--- config.mk ---
export PLATFORM = sky130hd
export DESIGN_NAME = rom_load_arbiter
export DESIGN_NICKNAME = d
export VERILOG_FILES = /design/src/rtl/loader_pkg.sv /design/src/rtl/loader_word_packer.sv /design/src/rtl/rom_load_arbiter.sv
export SDC_FILE = /design/constraint.sdc
export NUM_CORES = 1
export LEC_CHECK = 0
export ABC_AREA = 0
export BUFFER_PORTS_ARGS = -buffer_cell sky130_fd_sc_hd__buf_2
export CAP_MARGIN = 30
export CORE_MARGIN = 8
export CORE_UTILIZATION = 35
export CTS_CLUSTER_DIAMETER = 120
export CTS_CLUSTER_SIZE = 10
export DETAILED_ROUTE_END_ITERATION = 16
export PLACE_DENSITY = 0.65
export SYNTH_ARGS = -nofsm -noshare
export SYNTH_HDL_FRONTEND = slang
export SYNTH_SLANG_ARGS = --single-unit
--- constraint.sdc ---
create_clock -name clk_sys -period 3.9 [get_ports clk_sys]
set_input_delay 0.39 -clock clk_sys [delete_from_list [all_inputs] [get_ports clk_sys]]
set_output_delay 0.39 -clock clk_sys [all_outputs]
set_load 0.01 [all_outputs]
--- src/rtl/loader_pkg.sv ---
// Shared types and constants for the ROM download path.
// The LOADER_BYTESWAP_EN build option is consumed by loader_word_packer.
package loader_pkg;

  typedef enum logic [1:0] {
    IDLE,
    LOAD,
    FLUSH,
    DONE
  } state_t;

  typedef enum logic [1:0] {
    GNT_NONE,
    GNT_WR,
    GNT_RD
  } grant_t;

  // Byte enables on the 16-bit port; bit 1 selects the high byte.
  localparam logic [1:0] BE_HI   = 2'b10;
  localparam logic [1:0] BE_LO   = 2'b01;
  localparam logic [1:0] BE_BOTH = 2'b11;

endpackage

--- src/rtl/loader_word_packer.sv ---
// Packs the download byte stream into 16-bit words for the memory port.
// Holds at most one word; throttles the loader via clkref_n while a word
// is waiting for the memory. Build option LOADER_BYTESWAP_EN selects
// little-endian packing (even byte into the low half).
module loader_word_packer
  import loader_pkg::*;
#(
  parameter int ADDR_W = 24
) (
  input  logic              clk_i,
  input  logic              rst_i,
  input  logic              load_i,
  input  logic              flush_i,
  input  logic              wr_i,
  input  logic [ADDR_W-1:0] addr_i,
  input  logic [7:0]        data_i,
  input  logic              done_i,
  output logic              pend_o,
  output logic              busy_o,
  output logic              accept_o,
  output logic              drop_o,
  output logic              clkref_n_o,
  output logic [ADDR_W-2:0] addr_o,
  output logic [15:0]       data_o,
  output logic [1:0]        be_o
);

`ifdef LOADER_BYTESWAP_EN
  localparam logic SWAP = 1'b1;
`else
  localparam logic SWAP = 1'b0;
`endif
  localparam logic [1:0] FLUSH_BE = SWAP ? BE_LO : BE_HI;

  logic              full_q, full_d;
  logic              half_q, half_d;
  logic [1:0]        be_q, be_d;
  logic [15:0]       hold_q;
  logic [ADDR_W-2:0] waddr_q;

  assign accept_o   = load_i & wr_i & ~full_q;
  assign drop_o     = load_i & wr_i & full_q;
  assign clkref_n_o = ~(load_i & ~full_q);
  assign pend_o     = full_q;
  assign busy_o     = full_q | half_q;
  assign addr_o     = waddr_q;
  assign data_o     = hold_q;
  assign be_o       = be_q;

  // Next-state of the holding register flags and byte enables.
  always_comb begin
    full_d = full_q;
    half_d = half_q;
    be_d   = be_q;
    if (done_i) begin
      full_d = 1'b0;
    end
    if (accept_o) begin
      if (!addr_i[0]) begin
        half_d = 1'b1;
      end else begin
        full_d = 1'b1;
        half_d = 1'b0;
        be_d   = BE_BOTH;
      end
    end else if (flush_i && half_q && !full_q) begin
      full_d = 1'b1;
      half_d = 1'b0;
      be_d   = FLUSH_BE;
    end
  end

  // Control state of the holding register.
  always_ff @(posedge clk_i or posedge rst_i) begin
    if (rst_i) begin
      full_q <= 1'b0;
      half_q <= 1'b0;
      be_q   <= 2'b00;
    end else begin
      full_q <= full_d;
      half_q <= half_d;
      be_q   <= be_d;
    end
  end

  // Byte lanes and word address; the lane is picked by address parity.
  always_ff @(posedge clk_i) begin
    if (accept_o) begin
      waddr_q <= addr_i[ADDR_W-1:1];
      if (addr_i[0] ^ SWAP) begin
        hold_q[7:0] <= data_i;
      end else begin
        hold_q[15:8] <= data_i;
      end
    end
  end

endmodule

--- src/rtl/rom_load_arbiter.sv ---
// ROM download arbiter: sequences a ROM load from the ioctl byte stream,
// shares the single 16-bit memory port between download writes and core
// reads (writes first), holds the core in reset during a load and reports
// the loaded size. Build option LOADER_BYTESWAP_EN (see word packer).
module rom_load_arbiter
  import loader_pkg::*;
#(
  parameter int         ADDR_W     = 24,
  parameter logic [7:0] LOAD_INDEX = 8'h00,
  parameter int         RST_HOLD   = 16
) (
  input  logic              clk_sys,
  input  logic              reset,
  input  logic              ioctl_download,
  input  logic [7:0]        ioctl_index,
  input  logic              ioctl_wr,
  input  logic [24:0]       ioctl_addr,
  input  logic [7:0]        ioctl_dout,
  output logic              clkref_n,
  input  logic              cpu_req,
  input  logic [ADDR_W-2:0] cpu_addr,
  output logic              cpu_ack,
  output logic [15:0]       cpu_dout,
  output logic              mem_req,
  output logic              mem_we,
  output logic [ADDR_W-2:0] mem_addr,
  output logic [15:0]       mem_din,
  output logic [1:0]        mem_be,
  input  logic [15:0]       mem_dout,
  input  logic              mem_ack,
  output logic              core_reset,
  output logic [ADDR_W-1:0] rom_size
);

  // Counter value that makes core_reset fall RST_HOLD cycles after DONE.
  localparam logic [15:0] HOLD_INIT = 16'(RST_HOLD - 1);

  state_t            state_q;
  grant_t            grant_q;
  logic              dl_q;
  logic              defer_q;
  logic              err_sticky_q;
  logic              core_reset_q;
  logic [15:0]       hold_q;
  logic [ADDR_W-1:0] cnt_q;
  logic [ADDR_W-1:0] rom_size_q;

  logic              mem_req_q, mem_we_q, cpu_ack_q;
  logic [ADDR_W-2:0] mem_addr_q;
  logic [15:0]       mem_din_q, cpu_dout_q;
  logic [1:0]        mem_be_q;

  logic              pk_accept, pk_drop, pk_pend, pk_busy, wr_done;
  logic [ADDR_W-2:0] pk_addr;
  logic [15:0]       pk_data;
  logic [1:0]        pk_be;
  logic              dl_rise, idx_ok;
  logic              unused_addr;

  assign dl_rise     = ioctl_download & ~dl_q;
  assign idx_ok      = (ioctl_index == LOAD_INDEX);
  assign wr_done     = mem_ack & (grant_q == GNT_WR);
  assign unused_addr = ^ioctl_addr;

  loader_word_packer #(
    .ADDR_W(ADDR_W)
  ) u_packer (
    .clk_i     (clk_sys),
    .rst_i     (reset),
    .load_i    (state_q == LOAD),
    .flush_i   (state_q == FLUSH),
    .wr_i      (ioctl_wr),
    .addr_i    (ioctl_addr[ADDR_W-1:0]),
    .data_i    (ioctl_dout),
    .done_i    (wr_done),
    .pend_o    (pk_pend),
    .busy_o    (pk_busy),
    .accept_o  (pk_accept),
    .drop_o    (pk_drop),
    .clkref_n_o(clkref_n),
    .addr_o    (pk_addr),
    .data_o    (pk_data),
    .be_o      (pk_be)
  );

  // Load sequencer: start/stop, byte count, size report and core reset hold.
  always_ff @(posedge clk_sys or posedge reset) begin
    if (reset) begin
      state_q      <= IDLE;
      dl_q         <= 1'b0;
      defer_q      <= 1'b0;
      err_sticky_q <= 1'b0;
      core_reset_q <= 1'b1;
      hold_q       <= HOLD_INIT;
      cnt_q        <= '0;
      rom_size_q   <= '0;
    end else begin
      dl_q <= ioctl_download;
      if (pk_drop) begin
        err_sticky_q <= 1'b1;
      end
      if (pk_accept) begin
        cnt_q <= ioctl_addr[ADDR_W-1:0] + ADDR_W'(1);
      end
      if (!ioctl_download) begin
        defer_q <= 1'b0;
      end
      case (state_q)
        IDLE: begin
          if (ioctl_download && idx_ok && (!dl_q || defer_q)) begin
            state_q      <= LOAD;
            core_reset_q <= 1'b1;
            cnt_q        <= '0;
            defer_q      <= 1'b0;
          end else if (hold_q > 16'd1) begin
            hold_q <= hold_q - 16'd1;
          end else begin
            hold_q       <= 16'd0;
            core_reset_q <= 1'b0;
          end
        end
        LOAD: begin
          if (!ioctl_download) begin
            state_q <= FLUSH;
          end
        end
        FLUSH: begin
          // A new download seen here is started once back in IDLE.
          if (dl_rise && idx_ok) begin
            defer_q <= 1'b1;
          end
          if (!pk_busy) begin
            state_q <= DONE;
          end
        end
        DONE: begin
          if (dl_rise && idx_ok) begin
            defer_q <= 1'b1;
          end
          rom_size_q <= cnt_q;
          hold_q     <= HOLD_INIT;
          state_q    <= IDLE;
        end
        default: state_q <= IDLE;
      endcase
    end
  end

  // Memory port arbiter: pending write beats a core read; no preemption.
  always_ff @(posedge clk_sys or posedge reset) begin
    if (reset) begin
      grant_q    <= GNT_NONE;
      mem_req_q  <= 1'b0;
      mem_we_q   <= 1'b0;
      mem_addr_q <= '0;
      mem_din_q  <= '0;
      mem_be_q   <= 2'b00;
      cpu_ack_q  <= 1'b0;
      cpu_dout_q <= '0;
    end else begin
      cpu_ack_q <= 1'b0;
      case (grant_q)
        GNT_NONE: begin
          if (pk_pend) begin
            grant_q    <= GNT_WR;
            mem_req_q  <= 1'b1;
            mem_we_q   <= 1'b1;
            mem_addr_q <= pk_addr;
            mem_din_q  <= pk_data;
            mem_be_q   <= pk_be;
          end else if (cpu_req && !cpu_ack_q) begin
            // cpu_req is still high in the ack cycle; do not re-serve it.
            grant_q    <= GNT_RD;
            mem_req_q  <= 1'b1;
            mem_we_q   <= 1'b0;
            mem_addr_q <= cpu_addr;
            mem_be_q   <= BE_BOTH;
          end
        end
        default: begin
          if (mem_ack) begin
            mem_req_q <= 1'b0;
            grant_q   <= GNT_NONE;
            if (grant_q == GNT_RD) begin
              cpu_ack_q  <= 1'b1;
              cpu_dout_q <= mem_dout;
            end
          end
        end
      endcase
    end
  end

  assign mem_req    = mem_req_q;
  assign mem_we     = mem_we_q;
  assign mem_addr   = mem_addr_q;
  assign mem_din    = mem_din_q;
  assign mem_be     = mem_be_q;
  assign cpu_ack    = cpu_ack_q;
  assign cpu_dout   = cpu_dout_q;
  assign core_reset = core_reset_q;
  assign rom_size   = rom_size_q;

endmodule

==> results of run 1 <==
-- routing by layer --
metal | track usage, % | routed length, µm
met2 | 22.9 | 8800
met4 | 5.18 | 249
met1 | 17.7 | 7950
met5 | 0 | 0
met3 | 4.61 | 1220
-- worst reg2reg max path, delay by kind of cell, from the launching register on --
| family | cells | cell delay (ns) |
|---|---|---|
| simple gates | 3 | 0.49 |
| flops | 1 | 0.41 |
| fa+ha+maj | 1 | 0.18 |
| buf+inv | 3 | 1.09 |
| compound gates | 1 | 0.25 |
-- registers in the layout (all words and copies together) (netlist names), 16 cells and up --
name,flops
hold_q,16
cnt_q,24
rom_size,24
cpu_dout,16
u_packer.data_o,16
u_packer.addr_o,23
mem_addr,23
mem_din,16
-- path summary, 6_finish.rpt --
kind                                               startpoint                  endpoint  cells after the start
worst max register to register         state_q[1]$_DFFE_PP0P_       cnt_q[11]$_DFF_PP0_                      8
worst min register to register  u_packer.data_o[10]$_DFFE_PP_   mem_din[10]$_DFFE_PP0P_                      2
worst max-delay path                   state_q[1]$_DFFE_PP0P_       cnt_q[11]$_DFF_PP0_                      8
min in group clk_sys                           ioctl_download            dl_q$_DFF_PP0_                      1
max in group asynchronous                               reset  rom_size[12]$_DFFE_PP0P_                      3
worst min-delay path                                    reset  mem_addr[11]$_DFFE_PP0P_                      3
-- per-stage QoR --
| step | instances | util [%] | power [mW] | hold WS, ns |
|---|---|---|---|---|
| floorplan | 665 | - | 4.34 | 0.415 |
| global route | 1126 | 43.9 | 7.39 | 0.128 |
| finish | 1126 | 43.9 | 6.89 | 0.0847 |
| CTS | 1122 | 43.9 | 7.00 | 0.123 |
| detailed placement | 1090 | 41.0 | 5.23 | 0.423 |
| global placement | 1090 | 41.0 | 5.16 | 0.418 |
-- power breakdown --
| group | switching (mW) | total [mW] | internal (mW) |
|---|---|---|---|
| Clock | 0.730 | 1.74 | 1.01 |
| Sequential | 0.348 | 2.88 | 2.53 |
| Combinational | 1.31 | 2.26 | 0.959 |
-- layout make-up --
cell class / instances / area [µm²]
Antenna cell: 4 / 10.0
Clock buffer: 19 / 464
Clock inverter: 13 / 149
Fill cell: 1975 / 11700
Inverter: 13 / 52.6
Multi-Input combinational cell: 450 / 2650
Sequential cell: 174 / 4560
Tap cell: 275 / 344
Timing Repair Buffer: 178 / 923
-- cell usage in the layout (no fill, tap or decap), types with 3 or more instances in the layout --
master	Yosys	layout
sky130_fd_sc_hd__and3_1	8	8
sky130_fd_sc_hd__dfstp_2	5	5
sky130_fd_sc_hd__mux2i_1	24	24
sky130_fd_sc_hd__diode_2	0	4
sky130_fd_sc_hd__o21ai_0	40	40
sky130_fd_sc_hd__clkbuf_16	0	18
sky130_fd_sc_hd__nand2b_1	6	6
sky130_fd_sc_hd__xnor2_1	7	7
sky130_fd_sc_hd__nor4_1	8	8
sky130_fd_sc_hd__inv_6	0	3
sky130_fd_sc_hd__o21a_1	3	3
sky130_fd_sc_hd__or4_1	3	3
sky130_fd_sc_hd__and2_1	3	3
sky130_fd_sc_hd__o22a_1	4	4
sky130_fd_sc_hd__inv_1	12	10
sky130_fd_sc_hd__a211oi_1	23	23
sky130_fd_sc_hd__nand4_1	9	9
sky130_fd_sc_hd__dfrtp_1	130	130
sky130_fd_sc_hd__nor2_1	55	54
sky130_fd_sc_hd__xor2_1	15	15
sky130_fd_sc_hd__clkinvlp_4	0	3
sky130_fd_sc_hd__edfxtp_1	39	39
sky130_fd_sc_hd__buf_2	2	170
sky130_fd_sc_hd__a21o_1	3	3
sky130_fd_sc_hd__buf_4	1	7
sky130_fd_sc_hd__a21oi_1	12	12
sky130_fd_sc_hd__nor3_1	8	8
sky130_fd_sc_hd__o31ai_1	3	3
sky130_fd_sc_hd__ha_1	8	8
sky130_fd_sc_hd__nand3_1	17	17
sky130_fd_sc_hd__or2_2	3	3
sky130_fd_sc_hd__nand2_1	145	145
sky130_fd_sc_hd__mux2_2	25	25
-- cell families after synthesis --
logic type / share of synthesized area [%]
AOI/OAI and AO/OA: 8.34
xor gates and xnor gates: 2.62
adders and majority gates: 1.36
buffers and inverters: 2.17
DFF: 61.9
muxes: 7.08
and+or+nand+nor: 16.6
==> results.md, run 1 <==
| Quantity | Value | Unit |
|---|---|---|
| Setup-violating endpoint count in the final report | 0 | - |
| ANT nets after route | 0 | - |
| Netlist cell types | 48 | - |
| Starting Density | 35.4 | % |
| Final HPWL from detailed placement | 13.3 | mm |
| Global-route wire length before repair | 29.6 | mm |
| Setup Fix Bufs, Post-CTS | 0 | - |
| Longest individual stage delay on the worst path | 0.51 | ns |
| Dominant cell by count in the synthesized netlist | sky130_fd_sc_hd__nand2_1 | - |
| Synthesized area per cell | 11.1 | µm² |
| Clk pin slew, worst setup/hold paths | 0.07 | ns |
| Standard cell with the maximum stage delay on the critical path | sky130_fd_sc_hd__inv_2 | - |
| Worst vdd ir | 0.000240 | V |
| Area post-placement | 0.00853 | mm² |
| Largest net degree at the start of global routing | 136 | - |
| Critical path's top delay family | buffers and inverters | - |
| Layout net count | 928 | - |
| CTS resizes | 0 | - |
| Minimum clock period after layout | 2.51 | ns |
| Site row count | 53 | - |
| Residual DRC | 0 | - |
| Category of the worst setup path launch point | flop | - |
| Library cell occupying the most area in the post-synthesis netlist | sky130_fd_sc_hd__dfrtp_1 | - |
| Number of antenna violations at the first check in global routing | 4 | - |
| Count of flip-flops with a built-in enable after synthesis | 39 | - |
| Sum of buffers and inverters on the critical path | 3 | - |
| CP required | 4.22 | ns |
| Commonest cells in the netlist | sky130_fd_sc_hd__nand2_1 (145), sky130_fd_sc_hd__dfrtp_1 (130), sky130_fd_sc_hd__nor2_1 (55), sky130_fd_sc_hd__o21ai_0 (40), sky130_fd_sc_hd__edfxtp_1 (39) | - |
| Total of buffers placed on input and output ports | 170 | - |
| Dpl ws | 1.35 | ns |
| Area added between synthesis and finish | 24.2 | % |
| Period utilization | 64.4 | % |
| Accumulated negative setup slack | 0 | ns |
| DRC violation total after the first TritonRoute iteration | 394 | - |
| Cell Area, Synth | 0.00736 | mm² |
| Internal reg-to-reg setup slack | 1.39 | ns |
| Capturing element type of the critical path | flop | - |
| Post-Syn Instances | 665 | - |
| Clk_skew | 0.00878 | ns |
| Die height | 161 | µm |
| Detailed Routing Iterations Pass 1 | 5 | - |
| Number of vias in the routed layout | 5384 | - |
| Total I/O pin count | 172 | - |
| Sequential fraction of the synthesis area | 61.9 | % |
| DIE WIDTH | 161 | µm |
| Number of failing hold endpoints at the final stage | 0 | - |
| Number of buffers inserted during clock tree synthesis | 17 | - |
| Vias in the first global route | 5440 | - |
| Post-synth ARST share | 77.6 | % |
| Areal power density over the cells | 753 | mW/mm² |
| Static Leak | 4.18 | nW |
| Top achievable clock speed | 398 | MHz |
| Net count after synthesis | 759 | - |
| Insertion delay to the later sink of the worst-skew pair | 0.42 | ns |
| Number of flip-flops and latches in the synthesized netlist | 174 | - |
| Global router's overall resource usage | 14.3 | % |
| Arrival @ worst endpoint | 2.84 | ns |
| Hold Path Class | input pin to asynchronous set/reset pin | - |
| Fraction of synthesized cell area taken by the top area cell type | 44.2 | % |
| Count of warnings emitted by yosys | 0 | - |
| Detailed Route WL | 18.2 | mm |
| Headroom to the max-slew limit | 46.1 | % |
| Number of hold buffers added after cts | 0 | - |
| Last weighted congestion value of the routability-driven placer | 0.860 | - |
| Number of buffers on the longest clock path | 2 | - |
| Cell types with the largest area share after synthesis | sky130_fd_sc_hd__dfrtp_1 (44%), sky130_fd_sc_hd__edfxtp_1 (16%), sky130_fd_sc_hd__nand2_1 (7.4%) | - |
| Die Area | 0.0259 | mm² |
| Cell area after layout | 0.00915 | mm² |
| Path type of the worst setup path | flop to flop | - |
| Transition time of the tightest slew-check pin | 0.808 | ns |
| Layout cell share with drive strength beyond 1 | 29.4 | % |
| H-tree level count | 4 | - |
| Most common flop cell mapped by yosys | sky130_fd_sc_hd__dfrtp_1 | - |
| Max-slew violations | 0 | - |
| Clock root buffer master | sky130_fd_sc_hd__clkbuf_16 | - |
| Post-layout worst setup margin | 1.39 | ns |
| Worst-path cell chain | inv_1 -> ha_1 -> nand2b_1 -> or2_2 -> inv_2 -> buf_4 -> nor2_1 -> a211oi_1 | - |
| Via/cell ratio | 4.78 | - |
| CTS tree | yes | - |
| Placeable core region | 0.0208 | mm² |
| Outcome | completed | - |
| Total congestion overflow | 0 | - |
| Clk sink count | 174 | - |
| Critical path peak fanout | 39 | - |
| Count of maximum capacitance violations | 0 | - |
| Setup repair after global routing missed its margin | false | - |
| Wire per inst | 16.2 | µm |
Power figures use the tool's default switching activity.
==> inputs of run 2 (changes only) <==
--- a/config.mk
+++ b/config.mk
@@ -5,7 +5,7 @@
 export SDC_FILE = /design/constraint.sdc
 export NUM_CORES = 1
 export LEC_CHECK = 0
-export ABC_AREA = 0
+export ABC_AREA = 1
 export BUFFER_PORTS_ARGS = -buffer_cell sky130_fd_sc_hd__buf_2
 export CAP_MARGIN = 30
 export CORE_MARGIN = 8
@@ -13,7 +13,7 @@
 export CTS_CLUSTER_DIAMETER = 120
 export CTS_CLUSTER_SIZE = 10
 export DETAILED_ROUTE_END_ITERATION = 16
-export PLACE_DENSITY = 0.65
+export PLACE_DENSITY = 0.62
 export SYNTH_ARGS = -nofsm -noshare
 export SYNTH_HDL_FRONTEND = slang
 export SYNTH_SLANG_ARGS = --single-unit
==> constraint.sdc (replaced) <==
create_clock -name clk_sys -period 2.5 [get_ports clk_sys]
set_input_delay 0.25 -clock clk_sys [delete_from_list [all_inputs] [get_ports clk_sys]]
set_output_delay 0.25 -clock clk_sys [all_outputs]
set_load 0.01 [all_outputs]
==> run 2 against run 1 <==
Critical path depth stayed put. Register-to-register slack got worse by 0.74 ns. Core utilization down 0.50 points. Cell count up 24%. Area after synthesis is 9.0% higher. Flip-flop and latch count unchanged. Design area rose by 7.2%. Setup slack worse by 0.74 ns. Wire length is 13% higher. Non-clock buffer count is 9 higher. Worst hold slack lost 0.069 ns. Global-route usage grew 0.75 points. Largest cell class unchanged.
==> results.md, run 2 <==
| Quantity | Value | Unit |
|---|---|---|
| Fraction of synthesized cell area taken by the top area cell type | 40.5 | % |
| Setup repair after global routing missed its margin | false | - |
| Max-slew violations | 0 | - |
| Post-layout worst setup margin | 0.646 | ns |
| ANT nets after route | 0 | - |
| Arrival @ worst endpoint | 2.17 | ns |
| Detailed Routing Iterations Pass 1 | 5 | - |
| Total congestion overflow | 0 | - |
| Count of maximum capacitance violations | 0 | - |
| Number of failing hold endpoints at the final stage | 0 | - |
| Worst vdd ir | 0.000477 | V |
| Post-Syn Instances | 915 | - |
| Die height | 167 | µm |
| Number of vias in the routed layout | 6397 | - |
| CTS tree | yes | - |
| Global routing met3 resource utilization | 4.89 | % |
| DIE WIDTH | 167 | µm |
| CP required | 2.81 | ns |
| H-tree level count | 4 | - |
| Accumulated negative setup slack | 0 | ns |
| Dominant cell by count in the synthesized netlist | sky130_fd_sc_hd__nand2_1 | - |
| Clk sink count | 174 | - |
| Layout cell share with drive strength beyond 1 | 24.8 | % |
| Count of flip-flops with a built-in enable after synthesis | 39 | - |
| Critical path peak fanout | 63 | - |
| Static Leak | 4.89 | nW |
| Cell Area, Synth | 0.00803 | mm² |
| Residual DRC | 0 | - |
| Synthesized area per cell | 8.78 | µm² |
| Cell types with the largest area share after synthesis | sky130_fd_sc_hd__dfrtp_1 (41%), sky130_fd_sc_hd__nand2_1 (16%), sky130_fd_sc_hd__edfxtp_1 (15%) | - |
| Top achievable clock speed | 539 | MHz |
| Worst R2R Path Depth | 8 | - |
| Setup Fix Bufs, Post-CTS | 0 | - |
| Clk_skew | 0.00649 | ns |
| Leading cell types in the layout, fill and taps excluded | sky130_fd_sc_hd__nand2_1 (341), sky130_fd_sc_hd__buf_2 (170), sky130_fd_sc_hd__dfrtp_1 (130), sky130_fd_sc_hd__nor2_1 (92), sky130_fd_sc_hd__inv_1 (73) | - |
| Final HPWL from detailed placement | 15.0 | mm |
| Die Area | 0.0280 | mm² |
| Total of buffers placed on input and output ports | 170 | - |
| Most common flop cell mapped by yosys | sky130_fd_sc_hd__dfrtp_1 | - |
| Period utilization | 74.2 | % |
| Headroom to the max-slew limit | 50.3 | % |
| Commonest cells in the netlist | sky130_fd_sc_hd__nand2_1 (341), sky130_fd_sc_hd__dfrtp_1 (130), sky130_fd_sc_hd__nor2_1 (92), sky130_fd_sc_hd__inv_1 (74), sky130_fd_sc_hd__edfxtp_1 (39) | - |
| Number of buffers inserted during clock tree synthesis | 17 | - |
| Number of antenna violations at the first check in global routing | 2 | - |
| GRT Max-Usage Layer | met2 | - |
| Count of warnings emitted by yosys | 0 | - |
| Sequential fraction of the synthesis area | 56.7 | % |
| Met1 track demand over resource | 19.6 | % |
| Wire per inst | 14.8 | µm |
| Clk pin slew, worst setup/hold paths | 0.07 | ns |
| Clock root buffer master | sky130_fd_sc_hd__clkbuf_16 | - |
| Area post-placement | 0.00915 | mm² |
| Global router's overall resource usage | 15.0 | % |
| Outcome | completed | - |
| Number of buffers on the longest clock path | 2 | - |
| Via/cell ratio | 4.60 | - |
| Path type of the worst setup path | flop to flop | - |
| Worst hold margin | 0.0162 | ns |
| Detailed Route WL | 20.7 | mm |
| Library cell occupying the most area in the post-synthesis netlist | sky130_fd_sc_hd__dfrtp_1 | - |
| Layout net count | 1186 | - |
| DRC violation total after the first TritonRoute iteration | 531 | - |
| Netlist cell types | 40 | - |
| Largest net degree at the start of global routing | 136 | - |
| Cell area after layout | 0.00981 | mm² |
| Transition time of the tightest slew-check pin | 0.746 | ns |
| Last weighted congestion value of the routability-driven placer | 0.885 | - |
| Placeable core region | 0.0226 | mm² |
| Starting Density | 35.6 | % |
| Total I/O pin count | 172 | - |
| Net count after synthesis | 1009 | - |
| Dpl ws | 0.680 | ns |
| Insertion delay to the later sink of the worst-skew pair | 0.43 | ns |
| Met2 Track Usage GR | 23.2 | % |
| Post-synth ARST share | 77.6 | % |
| Leading cell type in the layout, fill and taps excluded | sky130_fd_sc_hd__nand2_1 | - |
| Site row count | 55 | - |
| Vias in the first global route | 6274 | - |
| Setup-violating endpoint count in the final report | 0 | - |
| Hold Path Class | input pin to asynchronous set/reset pin | - |
| Global-route wire length before repair | 33.6 | mm |
| Number of flip-flops and latches in the synthesized netlist | 174 | - |
| Areal power density over the cells | 1160 | mW/mm² |
| Category of the worst setup path launch point | flop | - |
| Capturing element type of the critical path | flop | - |
| Area added between synthesis and finish | 22.1 | % |
| Minimum clock period after layout | 1.85 | ns |
-- run 2: stage by stage --
step	total power, mW	utilization [%]	std cells
6_report	11.3	43.4	1392
5_1_grt	12.3	43.4	1392
4_1_cts	11.5	43.4	1389
3_5_place_dp	8.81	40.5	1352
3_3_place_gp	8.71	40.5	1352
2_1_floorplan	7.36	-	915
-- run 2: layout make-up --
type | instances | area, µm²
antenna | 2 | 5.00
clock buffer | 17 | 425
clock inverter | 15 | 168
fill | 2237 | 12800
inverter | 80 | 307
multi-input combinational | 632 | 2970
sequential | 174 | 4560
tap | 285 | 357
timing repair buffer | 187 | 1020
-- run 2: power by group --
group          total, mW  switching (mW)  leakage, nW  internal, mW
logic               4.14            2.64         2.64          1.50
clock network       2.67            1.24        0.288          1.43
registers           4.53           0.552         1.97          3.98
-- run 2: repair_timing --
action | CTS | global route
hold endpoints to repair | 6 | 2
resized for setup | 0 | 0
hold buffers | 5 | 1
-- run 2: layer usage --
metal / routed length (µm) / share of wire [%]
met5: 0 / 0
met4: 354 / 1.7
met3: 1250 / 6.0
met2: 9400 / 46
met1: 9650 / 47
-- run 2: final timing paths --
kind | startpoint | to | slack (ns)
setup reg to reg | state_q[1]$_DFFE_PP0P_ | cnt_q[2]$_DFF_PP0_ | 0.65
min in group clk_sys | mem_dout[8] | cpu_dout[8]$_DFFE_PP0P_ | 0.02
setup / recovery | state_q[1]$_DFFE_PP0P_ | cnt_q[2]$_DFF_PP0_ | 0.65
hold reg to reg | u_packer.data_o[11]$_DFFE_PP_ | mem_din[11]$_DFFE_PP0P_ | 0.44
max in group asynchronous | reset | mem_addr[10]$_DFFE_PP0P_ | 1.93
hold / removal | reset | hold_q[4]$_DFFE_PP0P_ | 0.02
-- run 2: cells by family after synthesis --
group / synth area share, %
AO/OA/AOI/OAI: 5.66
XOR/XNOR: 1.20
adder cells (fa/ha/maj): 1.25
buffers and inverters: 6.28
flip-flops: 56.7
AND/OR/NAND/NOR: 28.9
-- run 2: critical path, cell delays in order, from the launching register on --
cell and delay [ns]:
sky130_fd_sc_hd__dfrtp_1 0.42, sky130_fd_sc_hd__inv_1 0.11, sky130_fd_sc_hd__ha_1 0.23, sky130_fd_sc_hd__nand3_4 0.19, sky130_fd_sc_hd__inv_2 0.16, sky130_fd_sc_hd__buf_12 0.26, sky130_fd_sc_hd__o21ai_0 0.16, sky130_fd_sc_hd__o211ai_1 0.12
sky130_fd_sc_hd__inv_1 0.06
